===== src/rtl/mul32_seq.sv =====
// Sequential shift-and-add multiplier with optional accumulate (MUL / MLA).
// Retires one multiplier bit per clock; result and N/Z flags stay registered until the next completion.
module mul32_seq #(
  parameter int DATA_WIDTH = 32
) (
  input  logic                  in_clk,
  input  logic                  in_reset_n,
  input  logic                  in_start,
  input  logic                  in_accumulate,
  input  logic [DATA_WIDTH-1:0] in_data0,
  input  logic [DATA_WIDTH-1:0] in_data1,
  input  logic [DATA_WIDTH-1:0] in_acc,
  output logic [DATA_WIDTH-1:0] out_data,
  output logic                  out_negative,
  output logic                  out_zero,
  output logic                  out_busy,
  output logic                  out_done
);

  localparam int CW = $clog2(DATA_WIDTH);

  typedef enum logic {IDLE, CALC} state_t;

  state_t                state_q;
  logic [DATA_WIDTH-1:0] mcand_q;
  logic [DATA_WIDTH-1:0] mplier_q;
  logic [DATA_WIDTH-1:0] acc_q;
  logic [DATA_WIDTH-1:0] acc_d;
  logic [CW-1:0]         cnt_q;
  logic                  last;
  logic [DATA_WIDTH-1:0] data_q;
  logic                  neg_q;
  logic                  zero_q;
  logic                  busy_q;
  logic                  done_q;

  // acc_d is the running sum after this edge's iteration; on the final edge it is the result.
  always_comb begin
    acc_d = acc_q;
    if (mplier_q[0]) begin
      acc_d = acc_q + mcand_q;
    end
    last = (cnt_q == CW'(DATA_WIDTH - 1));
  end

  always_ff @(posedge in_clk or negedge in_reset_n) begin
    if (!in_reset_n) begin
      state_q  <= IDLE;
      mcand_q  <= '0;
      mplier_q <= '0;
      acc_q    <= '0;
      cnt_q    <= '0;
      data_q   <= '0;
      neg_q    <= 1'b0;
      zero_q   <= 1'b0;
      busy_q   <= 1'b0;
      done_q   <= 1'b0;
    end else begin
      done_q <= 1'b0;
      case (state_q)
        IDLE: begin
          if (in_start) begin
            mcand_q  <= in_data0;
            mplier_q <= in_data1;
            acc_q    <= in_accumulate ? in_acc : '0;
            cnt_q    <= '0;
            busy_q   <= 1'b1;
            state_q  <= CALC;
          end
        end
        CALC: begin
          acc_q    <= acc_d;
          mcand_q  <= mcand_q << 1;
          mplier_q <= mplier_q >> 1;
          cnt_q    <= cnt_q + 1'b1;
          // in_start is deliberately ignored here, including on the completion edge.
          if (last) begin
            data_q  <= acc_d;
            neg_q   <= acc_d[DATA_WIDTH-1];
            zero_q  <= (acc_d == '0);
            done_q  <= 1'b1;
            busy_q  <= 1'b0;
            state_q <= IDLE;
          end
        end
        default: state_q <= IDLE;
      endcase
    end
  end

  assign out_data     = data_q;
  assign out_negative = neg_q;
  assign out_zero     = zero_q;
  assign out_busy     = busy_q;
  assign out_done     = done_q;

endmodule


===== config.mk =====
export PLATFORM = sky130hd
export DESIGN_NAME = mul32_seq
export DESIGN_NICKNAME = d
export VERILOG_FILES = /design/src/rtl/mul32_seq.sv
export SDC_FILE = /design/constraint.sdc
export NUM_CORES = 1
export LEC_CHECK = 0
export CORE_UTILIZATION = 49
export DETAILED_ROUTE_END_ITERATION = 6
export HOLD_SLACK_MARGIN = 0.08
export PLACE_DENSITY = 0.86
export RECOVER_POWER = 25
export SLEW_MARGIN = 0
export SYNTH_ARGS = -nofsm -noshare
export SYNTH_HDL_FRONTEND = slang
export SYNTH_SLANG_ARGS = --single-unit

===== constraint.sdc =====
create_clock -name in_clk -period 3.3 [get_ports in_clk]
set_input_delay 0.66 -clock in_clk [delete_from_list [all_inputs] [get_ports in_clk]]
set_output_delay 0.66 -clock in_clk [all_outputs]
set_load 0.01 [all_outputs]

* After elaboration in Yosys (flattened, before gate mapping) *
Cells that the tools add are included.

word-level totals
  flip-flop bits (word level) = 138
  input port bits = 100
  output and inout port bits = 36
  word-level logic and storage cells = 37

operators by class
  add/subtract/negate cells = 2
  equality and inequality tests = 3
  multiplexer cells = 18
  bitwise logic cells = 1
  reductions and logical operators = 3

operators with widths
  kind                                            count
  case mux 32 bit (2 select lines)                3
  2-to-1 mux 32 bit                               5
  adder 32 bit                                    1
  logical NOT 32 bit                              1
  case mux 5 bit (2 select lines)                 1
  2-to-1 mux 1 bit                                6
  adder 5 x 1 -> 5 bit (second input constant)    1
  == test 5 bit (second input constant)           1
  2-to-1 mux 5 bit                                1
  case mux 1 bit (2 select lines)                 2
  AND reduction 2 bit                             2
  != test 2 x 1 -> 1 bit (second input constant)  1
  != test 2 bit (second input constant)           1
  inverter 1 bit                                  1

* Depth between registers and ports, before layout *
  depth in word-level cells = 3
  depth in mapped cells = 13
  depth with buffers taken out = 13

* Least setup slack after synthesis *
No wires, ideal clock.

  path kind = reg2reg
  from = register mcand_q[0]
  to = register zero_q, in the netlist out_zero
  library setup time = 67 ps
  arrival time = 3,225 ps
  setup slack = 7 ps
  stages on the path, launching flop included = 14
  buffers on the path = 0
  clock period less this slack = 3,293 ps
  cell sequence = dfrtp_1 -> ha_1 -> fa_1 -> a21o_1 -> a221oi_4 -> nor3_2 -> nor3_2 -> nor4_1 -> o31a_1 -> or3_1 -> a31oi_2 -> nand4_1 -> nor4_2 -> a32o_1

on the way
  word-level cells in the longest chain between the ends = 3

ends and longest elaborated chain
  what                      line  RTL
  start: declaration        25    logic [DATA_WIDTH-1:0] mcand_q;
  start signal: assignment  63    mcand_q <= in_data0;
  start signal: assignment  73    mcand_q <= mcand_q << 1;
  adder 32 bit              41    acc_d = acc_q + mcand_q;
  2-to-1 mux 32 bit         40    if (mplier_q[0]) begin
  logical NOT 32 bit        80    zero_q <= (acc_d == '0);
  end signal: assignment    80
  end: declaration          33    logic zero_q;

No other way between the ends.
A chain may end at the register's enable or synchronous reset.

* Worst setup path in the final report *
  from = register acc_q[0]
  to = register zero_q, in the netlist out_zero

on the way
  word-level cells in the longest chain between the ends = 3

ends and longest elaborated chain
  what                      line  RTL
  start: declaration        27    logic [DATA_WIDTH-1:0] acc_q;
  start signal: assignment  65    acc_q <= in_accumulate ? in_acc : '0;
  adder 32 bit              41
  2-to-1 mux 32 bit (*)     40
  logical NOT 32 bit (*)    80

Mark *: on every way between the ends. The rest lies on a longest branch, timed or not.

==> results.toml <==
[cells_and_area]
area_growth_pct = 33.3
final_common_cell = "dfrtp_1"
n_fill_cell = 1228
antenna_cells = 0
nets = 1179
final_cell_mix = "dfrtp_1 (135), clkdlybuf4s50_1 (133), nand2_1 (131)"
drive_above_1_share = 0.125

[flow_run]
cap_violations = 1

[critical_path]
crit_end = "out_zero$_DFFE_PN0P_"
worstReg2RegStart = "acc_q[0]$_DFFE_PN0P_"
startpoint_type = "register"
cpPeakStageDelay_ns = 0.38
r2r-end = "out_zero$_DFFE_PN0P_"
reg2reg_depth = 14
critPathArrivalTime_ns = 3.76
critPathTopFamily = "compound AO/OA/AOI/OAI gates"
crit_type = "reg -> reg"
endpoint_kind = "register"
path_max_fanout = 3
cp.depth = 14
critical_path.startpoint = "acc_q[0]$_DFFE_PN0P_"
cp_num_buf_inv = 1
path_cells = "ha_2 > fa_2 > a21o_1 > a221oi_4 > buf_6 > o21ai_4 > a31oi_2 > o32ai_1 > or3_1 > xor2_1 > nor3_1 > o211ai_1 > nor4_2 > a32o_1"
reg2reg_slack_ns = -0.10
required_ns = 3.66
cp_slowest_cell = "dfrtp_1"

[yosys]
synth.mux.area_fraction = 0.104
synth-simple-area-share = 0.150
yosys_warnings = 0
ys_async_sr_fraction = 1.00
synth_area_per_cell_um2 = 9.21
synth_area_um2 = 8130
syn_nets = 1017
synth_cells = 883
synthXorXnorAreaFrac = 0.0259
synth.distinct_cells = 63
synth_ff_type = "dfrtp_1"
synth_compound_area_frac = 0.210
ys_seq_area_frac = 0.422
ys_seq_elements = 137
synth_edf_count = 0
synth_top_family_by_area = "compound AO/OA/AOI/OAI gates"
synthAdderAreaFrac = 0.0532

[cts]
clk_pin_slew_ns = 0.07
cts_sinks = 137
numCtsBuffers = 17
clk_path_buf_depth = 2
htreeDepth = 4
postCtsHoldBufs = 0
cts_tree = "done"
ctsRootBufferMaster = "clkbuf_16"
clk_latency_ns = 0.43

[run_status]
violations = "capacitance limit, slew limit, setup timing"
status = "finished, violations left"

[floorplan]
start_util = 0.506
die_h_um = 131
die_width_um = 131
die_area_um2 = 17100
ios = 136
core_um2 = 16100
rows = 46

[global_routing]
grt_usage = 0.275
grt_max_degree = 201
grt_pass1_wl_mm = 35.9
antenna_found_initial = 0
grt_pass1_vias = 7136
grt_overflow = 0

[place]
gp_congestion = 0.900
dpl.hpwl_mm = 15.6
portBuffers = 135

[timing]
finalSetupViolCount = 1
fin_crit_ns = 3.40
finalHoldViolCount = 0
fin_skew_ns = 0.0152
drv_slew = 61
setup_slack_ns = -0.102
tightest_slew_ns = 1.61
grt_setup_unrepaired = "yes"
period_share = 1.03
maxSlewHeadroom = -0.0728
tns_ns = -0.102
hold_ws_ns = 0.481
fmax_mhz = 294

[route]
drt-vias-per-instance = 5.76
first_pass_iters = 5
vias = 7342
ant_nets = 0
detail_route.wl_per_cell_um = 17.6
wl_mm = 22.5
drt_first_iter_violations = 563
drc = 0

[min_path]
hp-class = "reg -> reg"
hold_depth = 2

[power]
powerDensity_nw_per_um2 = 964
vdd_drop_max_mv = 0.593
leakage_nw = 4.79
stage by stage:
stage / instance area (um2) / setup WS (ns) / util / power, W / instances
2_1_floorplan: 8130 / 0.00742 / - / 0.00601 / 883
3_3_place_gp: 10000 / -0.166 / 0.624 / 0.00791 / 1236
3_5_place_dp: 10000 / -0.251 / 0.624 / 0.00803 / 1236
4_1_cts: 10800 / -0.00291 / 0.672 / 0.0103 / 1274
5_1_grt: 10800 / -0.285 / 0.675 / 0.0112 / 1274
6_report: 10800 / -0.102 / 0.675 / 0.0105 / 1274
worst reg2reg max path, delay by kind of cell (launching register included):
| family | cells | cell delay [ns] |
|---|---|---|
| adders and majority gates | 2 | 0.57 |
| xor gates and xnor gates | 1 | 0.16 |
| buffers and inverters | 1 | 0.16 |
| DFF | 1 | 0.38 |
| and+or+nand+nor | 3 | 0.83 |
| AOI/OAI and AO/OA | 7 | 1.25 |
worst min path at each step:
stage | startpoint | to | slack [ns]
after detailed placement | out_data[21]$_DFFE_PN0P_ | out_data[21]$_DFFE_PN0P_ | 0.47
after global placement | mplier_q[8]$_DFFE_PN0P_ | mplier_q[7]$_DFFE_PN0P_ | 0.46
final | mplier_q[7]$_DFFE_PN0P_ | mplier_q[6]$_DFFE_PN0P_ | 0.48
after global routing | out_data[19]$_DFFE_PN0P_ | out_data[19]$_DFFE_PN0P_ | 0.51
after CTS | in_reset_n | acc_q[13]$_DFFE_PN0P_ | 0.23
after floorplan | in_reset_n | acc_q[0]$_DFFE_PN0P_ | 0.36
synth_stat cells, drive strengths merged (3+ instances only):
| library cell | number | area, um2 |
|---|---|---|
| nor2b | 36 | 225 |
| or3 | 6 | 38.8 |
| nand2b | 9 | 56.3 |
| a21oi | 67 | 339 |
| a311oi | 32 | 280 |
| nor3 | 9 | 55.1 |
| ha | 33 | 413 |
| o211ai | 4 | 30.0 |
| a21o | 7 | 52.6 |
| nand2 | 133 | 499 |
| mux2i | 81 | 823 |
| nor2 | 27 | 101 |
| a31oi | 14 | 93.8 |
| a211oi | 3 | 22.5 |
| o21bai | 4 | 30.0 |
| nand4 | 9 | 56.3 |
| clkbuf | 49 | 184 |
| nand3 | 5 | 25.0 |
| o21ai | 120 | 612 |
| dfrtp | 137 | 3430 |
| a221oi | 3 | 50.1 |
| o21a | 4 | 30.0 |
| buf | 11 | 57.6 |
| xnor2 | 19 | 166 |
| and2 | 4 | 25.0 |
| nor4 | 5 | 37.5 |
| xor2 | 5 | 43.8 |
| inv | 10 | 37.5 |
| and3 | 8 | 50.1 |
logic make-up (layout without fill, tap and decap cells):
family | Yosys count | in the layout
AOI/OAI and AO/OA | 277 | 277
DFF | 137 | 137
and+or+nand+nor | 257 | 257
muxes | 83 | 83
xor gates and xnor gates | 24 | 24
buffers and inverters | 71 | 246
adders and majority gates | 34 | 34
flip-flops by register name (all words and copies together), names as in the netlist:
name      flops
out_data     32
acc_q        32
out_busy      1
out_zero      1
out_done      1
cnt_q         5
mcand_q      32
state_q       1
mplier_q     32
final cells by class:
type | instances | area (um2) | area share
Tap cell | 216 | 270 | 0.0249
Sequential cell | 137 | 3430 | 0.317
Multi-Input combinational cell | 675 | 4540 | 0.419
Timing Repair Buffer | 203 | 1900 | 0.175
Inverter | 11 | 41.3 | 0.00381
Clock buffer | 20 | 437 | 0.0403
Clock inverter | 12 | 214 | 0.0197
power breakdown:
part / internal, W / switching, W
clock: 0.00136 / 0.000777
combinational: 0.00253 / 0.00290
sequential: 0.00237 / 0.000514
total: 0.00626 / 0.00419
what timing repair did:
action / 4_1_cts / 5_1_grt
setup endpoints to repair: 1 / 7
gates cloned: 0 / 0
setup buffers: 6 / 0
hold endpoints to repair: 0 / 0
gates resized for setup: 11 / 11
pin swaps: 13 / 2
per-layer routing:
layer  track usage  part of all wire  up-vias
met3        0.0786             0.065       40
met2         0.446              0.48      238
met4        0.0920             0.022        0
li1              -                 -     3537
met5             0                 0        -
met1         0.353              0.43     3527
Power figures use the tool's default switching activity.
